### src/rtl/parallel2serial_tx.sv
// Parallel-to-serial transmitter: valid/ready word input, one bit per clock out,
// with a programmable idle gap after each word and a one-word holding register.
`timescale 1ns/1ps
module parallel2serial_tx #(
    parameter int WIDTH      = 8,
    parameter int GAP_CYCLES = 1,
    parameter bit MSB_FIRST  = 1'b1
) (
    input  logic             clk,
    input  logic             rst,
    input  logic [WIDTH-1:0] din_parallel,
    input  logic             din_valid,
    output logic             din_ready,
    output logic             dout_serial,
    output logic             dout_valid,
    output logic             busy
);
    localparam int CNT_W = $clog2(WIDTH + 1);
    localparam logic [CNT_W-1:0] CNT_LAST = CNT_W'(WIDTH);
    localparam logic [3:0]       GAP_LAST = 4'(GAP_CYCLES);

    typedef enum logic [1:0] {IDLE, SHIFT, GAP} state_t;

    state_t           state, state_n;
    logic [CNT_W-1:0] bit_cnt, bit_cnt_n;
    logic [3:0]       gap_cnt, gap_cnt_n;
    logic             hold_full, hold_full_n;
    logic [WIDTH-1:0] hold_data;
    logic [WIDTH-1:0] shift_reg;
    logic             load, advance, accept;
    logic             dout_serial_n, dout_valid_n, din_ready_n, busy_n;

    function automatic logic first_bit(input logic [WIDTH-1:0] w);
        return MSB_FIRST ? w[WIDTH-1] : w[0];
    endfunction

    function automatic logic [WIDTH-1:0] drop_bit(input logic [WIDTH-1:0] w);
        return MSB_FIRST ? (w << 1) : (w >> 1);
    endfunction

    always_comb begin
        state_n       = state;
        bit_cnt_n     = bit_cnt;
        gap_cnt_n     = gap_cnt;
        hold_full_n   = hold_full;
        load          = 1'b0;
        advance       = 1'b0;
        dout_valid_n  = 1'b0;
        dout_serial_n = 1'b0;
        accept        = din_valid && din_ready;

        case (state)
            IDLE: begin
                if (hold_full) load = 1'b1;
            end
            SHIFT: begin
                if (bit_cnt != CNT_LAST) begin
                    advance = 1'b1;
                end else if (GAP_CYCLES > 0) begin
                    state_n   = GAP;
                    gap_cnt_n = 4'd1;
                end else if (hold_full) begin
                    load = 1'b1;
                end else begin
                    state_n = IDLE;
                end
            end
            GAP: begin
                if (gap_cnt == GAP_LAST) begin
                    if (hold_full) load = 1'b1;
                    else           state_n = IDLE;
                end else begin
                    gap_cnt_n = gap_cnt + 4'd1;
                end
            end
            default: state_n = IDLE;
        endcase

        // Transfer and acceptance are mutually exclusive: acceptance needs an empty holder.
        if (load) begin
            state_n       = SHIFT;
            bit_cnt_n     = CNT_W'(1);
            gap_cnt_n     = '0;
            hold_full_n   = 1'b0;
            dout_valid_n  = 1'b1;
            dout_serial_n = first_bit(hold_data);
        end
        if (advance) begin
            bit_cnt_n     = bit_cnt + CNT_W'(1);
            dout_valid_n  = 1'b1;
            dout_serial_n = first_bit(shift_reg);
        end
        if (accept) hold_full_n = 1'b1;

        din_ready_n = !hold_full_n;
        busy_n      = (state_n != IDLE) || hold_full_n;
    end

    // Control and output registers
    always_ff @(posedge clk or posedge rst) begin
        if (rst) begin
            state       <= IDLE;
            bit_cnt     <= '0;
            gap_cnt     <= '0;
            hold_full   <= 1'b0;
            din_ready   <= 1'b0;
            dout_valid  <= 1'b0;
            dout_serial <= 1'b0;
            busy        <= 1'b0;
        end else begin
            state       <= state_n;
            bit_cnt     <= bit_cnt_n;
            gap_cnt     <= gap_cnt_n;
            hold_full   <= hold_full_n;
            din_ready   <= din_ready_n;
            dout_valid  <= dout_valid_n;
            dout_serial <= dout_serial_n;
            busy        <= busy_n;
        end
    end

    // Data path registers
    always_ff @(posedge clk) begin
        if (accept) hold_data <= din_parallel;
        if (load)         shift_reg <= drop_bit(hold_data);
        else if (advance) shift_reg <= drop_bit(shift_reg);
    end

endmodule

### config.mk
export PLATFORM = sky130hd
export DESIGN_NAME = parallel2serial_tx
export DESIGN_NICKNAME = d
export VERILOG_FILES = /design/src/rtl/parallel2serial_tx.sv
export SDC_FILE = /design/constraint.sdc
export NUM_CORES = 1
export LEC_CHECK = 0
export ABC_CLOCK_PERIOD_IN_PS = 2750
export BUFFER_PORTS_ARGS = -buffer_cell sky130_fd_sc_hd__buf_2
export CORE_MARGIN = 2
export CORE_UTILIZATION = 60
export CTS_CLUSTER_DIAMETER = 200
export DETAILED_ROUTE_END_ITERATION = 16
export PLACE_DENSITY = 0.85
export SYNTH_ARGS = -nofsm -noshare
export SYNTH_HDL_FRONTEND = slang
export SYNTH_SLANG_ARGS = --single-unit
### constraint.sdc
create_clock -name clk -period 2.75 [get_ports clk]
set_input_delay 0.275 -clock clk [delete_from_list [all_inputs] [get_ports clk]]
set_output_delay 0.275 -clock clk [all_outputs]
set_load 0.01 [all_outputs]
== Yosys cells after proc, flatten, opt, wreduce, memory -nomap -nowiden ==
Cells that the tools add are included.

* Register bits: 30
* Input port bits: 11
* Output and inout bits: 4
* Logic and storage cells: 50

* Add/subtract/negate cells: 2
* Equality and inequality tests: 6
* Mux-type cells: 24
* Reduce and logical (&&, ||, !) cells: 8

{| class="wikitable"
|+ Operator list
! cell !! count
|-
| two-way mux 4 bit || 5
|-
| two-way mux 8 bit || 2
|-
| two-way mux 1 bit || 10
|-
| adder 4 x 1 -> 4 bit, second input constant || 2
|-
| two-way mux 2 bit || 4
|-
| one-hot mux 4 bit (2 select lines) || 1
|-
| != test 3 bit, second input constant || 2
|-
| one-hot mux 2 bit (3 select lines) || 1
|-
| == test 4 x 1 -> 1 bit, second input constant || 1
|-
| != test 4 bit, second input constant || 1
|-
| nonzero test 2 bit || 2
|-
| AND reduction 3 bit || 1
|-
| nonzero test 3 bit || 1
|-
| == test 2 x 1 -> 1 bit, second input constant || 1
|-
| == test 2 bit, second input constant || 1
|-
| logical NOT 2 bit || 1
|-
| one-hot mux 1 bit (2 select lines) || 1
|-
| logical AND 1 bit || 1
|-
| logical NOT 1 bit || 1
|-
| logical OR 1 bit || 1
|}

== Longest topological paths before layout ==
Gate-level depths: netlist (run 1).

* Depth in word-level cells: 6
* Mapped depth: 7
* Gate-level depth less buffers: 6

== Least setup slack after synthesis (run 1) ==
OpenSTA, ideal clock, no wires.

* Path type: register to register
* Start point: reg gap_cnt[1]
* End point: reg shift_reg[1] (enable)
* Library setup time: 308 ps
* Arrival: 1546 ps
* Data required time: 2442 ps
* Slack: 896 ps
* Cell stages (with the launch flop): 6
* Buffers on the path: 0
* Clock period less this slack: 1854 ps
* Cells stage by stage: dfrtp_1 -> inv_1 -> ha_1 -> or3b_4 -> a211oi_4 -> or2_2

* Cells in the longest elaborated chain, start to end: 4

{| class="wikitable"
|+ Ends and longest elaborated chain
! element !! line !! text
|-
| from (decl) || 26 || <nowiki>logic [3:0] gap_cnt, gap_cnt_n;</nowiki>
|-
| from (signal assigned) || 113 || <nowiki>gap_cnt <= gap_cnt_n;</nowiki>
|-
| == test 4 x 1 -> 1 bit || 69 || <nowiki>if (gap_cnt == GAP_LAST) begin</nowiki>
|-
| two-way mux 1 bit || 69 ||
|-
| one-hot mux 1 bit (2 select lines) || 52 || <nowiki>case (state)</nowiki>
|-
| nonzero test 2 bit (no source line) || - ||
|-
| to (signal assigned) || 125 || <nowiki>if (load) shift_reg <= drop_bit(hold_data);</nowiki>
|-
| to (signal assigned) || 126 || <nowiki>else if (advance) shift_reg <= drop_bit(shift_reg);</nowiki>
|-
| to (decl) || 29 || <nowiki>logic [WIDTH-1:0] shift_reg;</nowiki>
|}

Every way passes these cells.
A chain may end at the register's enable or synchronous reset.

== Worst setup path in the final report (run 1) ==
* Start point: reg gap_cnt[1]
* End point: reg shift_reg[7] (enable)

The elaborated chain is that of the path after synthesis.

==> impl_results.md, run 1 <==
- Reg2Reg Depth: 6
- # H-tree levels: 2
- Synth Register Bits: 30
- TritonCTS sink count: 30
- Sum Neg Setup Slack: 0 ps
- Fmax achieved: 485.2 MHz
- Leakage: 0.0006473 uW
- CP Launch Type: flip-flop
- Min Tclk post-route: 2061 ps
- Most frequent cell after synthesis: nand2_1
- Total Power: 1432 uW
- # port buffers: 14
- Die Footprint: 2519 um2
- Detail Route Antenna Nets: 0
- Rows: 16
- NumNets Final: 139
- Clock Tree Buf Depth: 2
- Design area: 1446 um2
- Boundary Pins: 15
- TritonCTS Buffers: 5
- Max reg flops: 8
- Status: finished, final reports clean
- Global-route wire length before repair: 3864 um
- CTS tree: done
- Largest net degree at the start of global routing: 18
- CTS clk-pin slew, worst paths: 100 ps
- Xor and xnor fraction of the mapped netlist area: 0.6843%
- Hold_ws: 104.1 ps
- Prevailing post-synth register cell: edfxtp_1
- Setup repair after global routing missed its margin: false
- Simple-Gate Fraction of Synth Area: 17.20%
- Syn Inst Count: 103
- Compound-Gate Fraction of Synth Area: 10.36%
- Post-synthesis cell type count: 35
- Dpl cells: 143
- Syn_nets: 118
- Largest fanout on the critical path: 17
- VDD IR max: 0.5238 mV
- Total GRT Usage: 22.32%
- Sequential cell area fraction in the yosys report: 64.52%
- Number of global-route vias before repair: 839
- Core area: 1982 um2
- Synth Area in Adders: 3.910%
- Number of enable flip-flop cells after synthesis: 15
- Ant diodes: 0
- Avg Cell Area, Syn: 12.43 um2
- Die Ht: 50.19 um
- Ys async rst share: 50.00%
- Fin cells: 152
- Hold EP: hold_data[2]$_DFFE_PP_
- Final Skew: 7.482 ps
- Root buffer cell: clkbuf_4
- Residual DRC: 0
- P&R area growth vs syn: 13.00%
- Rel. slew slack: 62.07%
- Gr ovfl total: 0
- Routed wire length: 2188 um
- Cts repair resizes: 0
- Post-synth top area share: 35.19%
- Mux share of post-synthesis cell area: 0%
- Yosys top cell by area: edfxtp_1
- Setup crit end kind: flip-flop
- Critical path required time: 2790 ps
- Routability cong.: 0.8290
- Worst slew pin tran: 568.3 ps
- Initial DRT Pass Iterations: 4
- Hold depth: 1
- Setup slack, reg-to-reg: 690 ps
- Worst R2R Start: gap_cnt[1]$_DFFE_PP0P_
- Synth warn: 0
- Number of antenna violations at the first check in global routing: 0
- Max Slew Vio Count: 0
- Routed WL per cell: 14.39 um
- Max_cap viols: 0
- Worst min-delay path class: in -> reg
- Commonest cells post-synth: 21 x nand2_1, 15 x dfrtp_1, 15 x edfxtp_1, 7 x inv_1, 5 x nor2b_1
- Mapped cell area: 1280 um2
- Total via count in the routed design: 832
- Initial drt markers: 17
- Worst-Skew Late Latency: 340 ps
- Final Hold Vio Count: 0
- Die width: 50.19 um
- Crit Path Category: reg -> reg
- Share of post-route cells with drive strength above 1: 25.60%
- Pwr dens: 990.0 nW/um2
- Via/cell ratio: 5.474
- Largest family of logic cells by synthesized area: simple AND/OR/NAND/NOR gates
- Final worst-path cycle share: 74.95%
- HPWL after detailed placement: 1466 um
- DP Area: 1383 um2
- Worst Path Arrival: 2100 ps
- Initial Utilization: 64.58%
- RR Endpoint: shift_reg[7]$_DFFE_PP_
- Synth top area cells: edfxtp_1 35%, dfrtp_1 29%, nand2_1 6.2%, ha_1 3.9%, nor2b_1 2.4%
- Min-Delay Startpoint: din_parallel[2]
- Post-CTS Hold Buffers: 1
- Post-CTS setup buffer count: 0
- Final setup vio count: 0
-- layout make-up --
cell class,instances,area [um2]
flip-flops and latches,30,825.8
fillers,141,535.5
multi-input cells,63,411.6
repair buffers,17,95.09
clock buffers,5,37.54
well taps,27,33.78
inverters,7,26.28
clock inverters,3,16.27
-- per-stage QoR --
step / util (%) / setup WS, ps
final: 72.98 / 688.8
after global routing: 72.98 / 602.9
after CTS: 72.98 / 694.5
after detailed placement: 69.76 / 700.6
after global placement: 69.76 / 770.7
after floorplan: - / 895.7
-- metal layers --
metal	routed length, um	up-vias	GRT usage [%]
met4	41	0	12.50
met1	1023	403	29.46
met5	0	-	0
li1	-	400	-
met3	127	5	8.929
met2	996	24	31.36
-- worst max path at each step --
| stage | startpoint | to | slack (ps) | depth (start not counted) |
|---|---|---|---|---|
| floorplan | gap_cnt[1]$_DFFE_PP0P_ | shift_reg[1]$_SDFFCE_PN0P_ | 900 | 5 |
| global placement | gap_cnt[1]$_DFFE_PP0P_ | shift_reg[4]$_DFFE_PP_ | 770 | 6 |
| detailed placement | gap_cnt[1]$_DFFE_PP0P_ | shift_reg[4]$_DFFE_PP_ | 700 | 6 |
| CTS | gap_cnt[1]$_DFFE_PP0P_ | shift_reg[7]$_DFFE_PP_ | 690 | 6 |
| global route | gap_cnt[1]$_DFFE_PP0P_ | shift_reg[7]$_DFFE_PP_ | 600 | 6 |
| finish | gap_cnt[1]$_DFFE_PP0P_ | shift_reg[7]$_DFFE_PP_ | 690 | 6 |
-- power by group --
part           switching [uW]  leakage [uW]  total (uW)  internal [uW]
Sequential               84.7      0.000332         738            653
Combinational             258      0.000286         443            185
Clock                     156     0.0000286         251           94.8
Total                     499      0.000647        1430            933
-- worst max-delay path, cell delays in order (launching register included) --
cell	delay, ps
dfrtp_1	430
inv_1	70
ha_1	140
or3b_4	400
a211oi_4	240
buf_4	240
or2_2	250
-- cells by family after synthesis --
logic type,Yosys count
DFF,30
AOI/OAI and AO/OA,16
and+or+nand+nor,42
xor gates and xnor gates,1
adders and majority gates,4
buffers and inverters,10
-- cell usage in the layout (no fill, tap or decap), drive strengths merged, types with 2 or more instances in the layout --
cell type and n:
a22oi 2, edfxtp 15, buf 16, a211oi 3, nor2b 5, nand2 21
a21oi 4, clkinv 2, clkbuf 5, ha 4, dfrtp 15, and2 3
or2 2, inv 7, nor2 3
(Power assumes the default switching activity.)
==> inputs of run 2 (changes only) <==
- ABC_AREA: default -> 1
- ABC_CLOCK_PERIOD_IN_PS: 2750 -> 1700
- CORE_UTILIZATION: 60 -> 51
- PLACE_DENSITY: 0.85 -> 0.77
- clock period: 2.75 -> 1.7 ns (I/O delays scaled with it)
==> run 2 against run 1 <==
  * Clock power grew 57%
  * Critical path depth is the same
  * Utilization decreased by 12 points
  * Total power rose by 70%
  * Cell area up 5.2%
  * First-iteration DRC count decreased by 18%
  * Sequential power rose by 65%
  * Flip-flop and latch count stayed put
  * Hold slack got worse by 89 ps
  * Clock skew decreased by 1.4 ps
  * Critical endpoint is now bit_cnt[1]$_DFFE_PP0P_
  * Largest cell class unchanged
==> impl_results.md, run 2 <==
- Min Tclk post-route: 1521 ps (-540.7 ps)
- Max reg flops: 8 (unchanged)
- Gr ovfl total: 0 (unchanged)
- Synth top area cells: edfxtp_1 33%, dfrtp_1 28%, nand2_1 8.4%, nand3_1 5.6%, ha_1 3.7%
- Prevailing post-synth register cell: edfxtp_1
- Worst-Skew Late Latency: 330 ps (about the same)
- Routed wire length: 2243 um (+2.5%)
- CP peak stage delay: 450 ps (+20 ps)
- CP top delay family: simple AND/OR/NAND/NOR gates
- Critical path depth: 6 (unchanged)
- Setup crit end: bit_cnt[1]$_DFFE_PP0P_
- Dpl cells: 167 (+17%)
- Crit Path Category: reg -> reg
- # H-tree levels: 2 (unchanged)
- Ys async rst share: 50.00% (unchanged)
- Fin cells: 178 (+17%)
- CP Launch Type: flip-flop
- Final setup vio count: 0 (unchanged)
- Number of global-route vias before repair: 906 (+8.0%)
- Slowest-stage cell, CP: dfrtp_1
- Die Ht: 55.36 um (+10%)
- Number of enable flip-flop cells after synthesis: 15 (unchanged)
- CTS tree: done
- Syn_nets: 139 (+18%)
- Max_cap viols: 0 (unchanged)
- Most frequent cell after synthesis: nand2_1
- HPWL after detailed placement: 1616 um (+10%)
- Critical path required time: 1940 ps (-850 ps)
- Worst R2R Start: gap_cnt[0]$_DFFE_PP0P_
- Synth warn: 0 (unchanged)
- Syn Inst Count: 124 (+20%)
- Sequential cell area fraction in the yosys report: 61.40% (-3.1 points)
- Global-route wire length before repair: 3836 um (-0.72%)
- Synth Register Bits: 30 (unchanged)
- Detail Route Antenna Nets: 0 (unchanged)
- Setup slack, reg-to-reg: 180 ps (-510 ps)
- Initial DRT Pass Iterations: 4 (unchanged)
- Min-Delay Startpoint: din_parallel[1]
- Total Power: 2441 uW (+70%)
- Mapped cell area: 1345 um2 (+5.1%)
- Setup crit end kind: flip-flop
- Commonest cells post-synth: 30 x nand2_1, 15 x dfrtp_1, 15 x edfxtp_1, 15 x nand3_1, 12 x inv_1
- # port buffers: 14 (unchanged)
- Commonest cells after routing, fill and taps aside: 30 x nand2_1, 15 x nand3_1, 15 x dfrtp_1, 15 x edfxtp_1, 14 x buf_2
- Ant diodes: 0 (unchanged)
- Post-synthesis cell type count: 23 (-34%)
- Fmax achieved: 657.7 MHz (+36%)
- RR Endpoint: bit_cnt[1]$_DFFE_PP0P_
- Largest net degree at the start of global routing: 16 (-2)
- Cts repair resizes: 0 (unchanged)
- Residual DRC: 0 (unchanged)
- Rows: 18 (+2)
- TritonCTS Buffers: 5 (unchanged)
- Clock Tree Buf Depth: 2 (unchanged)
- Leakage: 0.0007113 uW (+9.9%)
- Worst Path Arrival: 1760 ps (-340 ps)
- Largest fanout on the critical path: 13 (-4)
- Worst Path Buf+Inv: 0 (-2)
- Sum Neg Setup Slack: 0 ps (unchanged)
- Worst slew pin tran: 569.3 ps (+0.9689 ps)
- TritonCTS sink count: 30 (unchanged)
- Root buffer cell: clkbuf_4
- Pwr dens: 1604 nW/um2 (+62%)
- Total GRT Usage: 16.80% (-5.5 points)
- Number of antenna violations at the first check in global routing: 0 (unchanged)
- Final Hold Vio Count: 0 (unchanged)
- Most common cell after layout, fill and taps aside: nand2_1
- Initial drt markers: 14 (-3)
- Crit path cell chain: ha_1 > nand2_2 > nand2_4 > nand2_4 > nand2_4 > o21ai_0
- Max Slew Vio Count: 0 (unchanged)
- Setup repair after global routing missed its margin: false
- Core area: 2477 um2 (+25%)
- Initial Utilization: 54.29% (-10 points)
- Post-CTS Hold Buffers: 3 (+2)
- Routability cong.: 0.8931 (+7.7%)
- Post-synth top area share: 33.49% (-1.7 points)
- Worst min-delay path class: in -> reg
- Routed WL per cell: 12.60 um (-12%)
- Post-CTS setup buffer count: 0 (unchanged)
- Final worst-path cycle share: 89.44% (+14 points)
- CP dominant cell by count: nand2_4
- Total via count in the routed design: 902 (+8.4%)
- Share of post-route cells with drive strength above 1: 25.68% (+0.076 points)
- Place WS: 190.1 ps (-510.6 ps)
- Status: finished, final reports clean
- Die Footprint: 3064 um2 (+22%)
- CTS clk-pin slew, worst paths: 90 ps (about the same)
- Boundary Pins: 15 (unchanged)
- Yosys top cell by area: edfxtp_1
- VDD IR max: 1.113 mV (+110%)
- Setup ws final: 179.5 ps (-509.3 ps)
- Crit path launch: gap_cnt[0]$_DFFE_PP0P_
- Reg2Reg Depth: 6 (unchanged)
- Avg Cell Area, Syn: 10.85 um2 (-13%)
- Fillers: 220 (+56%)
- Via/cell ratio: 5.067 (-7.4%)
- Die width: 55.36 um (+10%)
- Hold_ws: 15.33 ps (-88.75 ps)
- NumNets Final: 162 (+17%)
- Rel. slew slack: 62.01% (-0.065 points)
- Final Skew: 6.053 ps (-1.429 ps)
- P&R area growth vs syn: 13.12%
==> run 2: layout make-up <==
type | instances | area [um2] | area share (%)
Inverter | 15 | 56.30 | 3.701
Clock inverter | 2 | 8.758 | 0.5757
Sequential cell | 30 | 825.8 | 54.28
Multi-Input combinational cell | 78 | 451.7 | 29.69
Timing Repair Buffer | 17 | 100.1 | 6.579
Clock buffer | 6 | 41.29 | 2.714
Tap cell | 30 | 37.54 | 2.467
==> run 2: through the flow <==
step	cell area (um2)	util, %
6_report	1521	61.41
5_1_grt	1521	61.41
4_1_cts	1521	61.41
3_5_place_dp	1441	58.18
3_3_place_gp	1441	58.18
2_1_floorplan	1345	-
==> run 2: worst reg2reg max path, stage by stage (launching register included) <==
cell	delay, ps
dfrtp_1	450
ha_1	250
nand2_2	90
nand2_4	90
nand2_4	180
nand2_4	140
o21ai_0	220
==> run 2: logic make-up (layout without fill, tap and decap cells) <==
family | Yosys count | count (layout) | synth area share (%)
simple gates | 64 | 64 | 24.09
xor+xnor | 2 | 2 | 1.303
fa+ha+maj | 4 | 4 | 3.721
buf+inv | 16 | 40 | 5.023
flops | 30 | 30 | 61.40
compound gates | 8 | 8 | 4.465
==> run 2: how the worst min path moves through the flow <==
| stage | endpoint | depth (start not counted) | slack [ps] |
|---|---|---|---|
| finish | hold_data[1]$_DFFE_PP_ | 1 | 20 |
| detailed placement | gap_cnt[2]$_DFFE_PP0P_ | 2 | 260 |
| floorplan | bit_cnt[0]$_DFFE_PP0P_ | 1 | 70 |
| global route | hold_data[1]$_DFFE_PP_ | 1 | 5 |
| global placement | gap_cnt[2]$_DFFE_PP0P_ | 2 | 240 |
| CTS | hold_data[0]$_DFFE_PP_ | 1 | 4 |
==> run 2: metal layers <==
| layer | up-vias | GRT usage (%) | wire (um) |
|---|---|---|---|
| li1 | 452 | - | - |
| met2 | 18 | 26.87 | 1135 |
| met5 | - | 0 | 0 |
| met3 | 5 | 5.386 | 85 |
| met1 | 427 | 19.14 | 965 |
| met4 | 0 | 11.15 | 57 |
==> run 2: where the power goes <==
group,switching [uW],internal (uW),total [uW]
clock,238,155,393
sequential,150,1070,1220
combinational,545,287,832
total,933,1510,2440
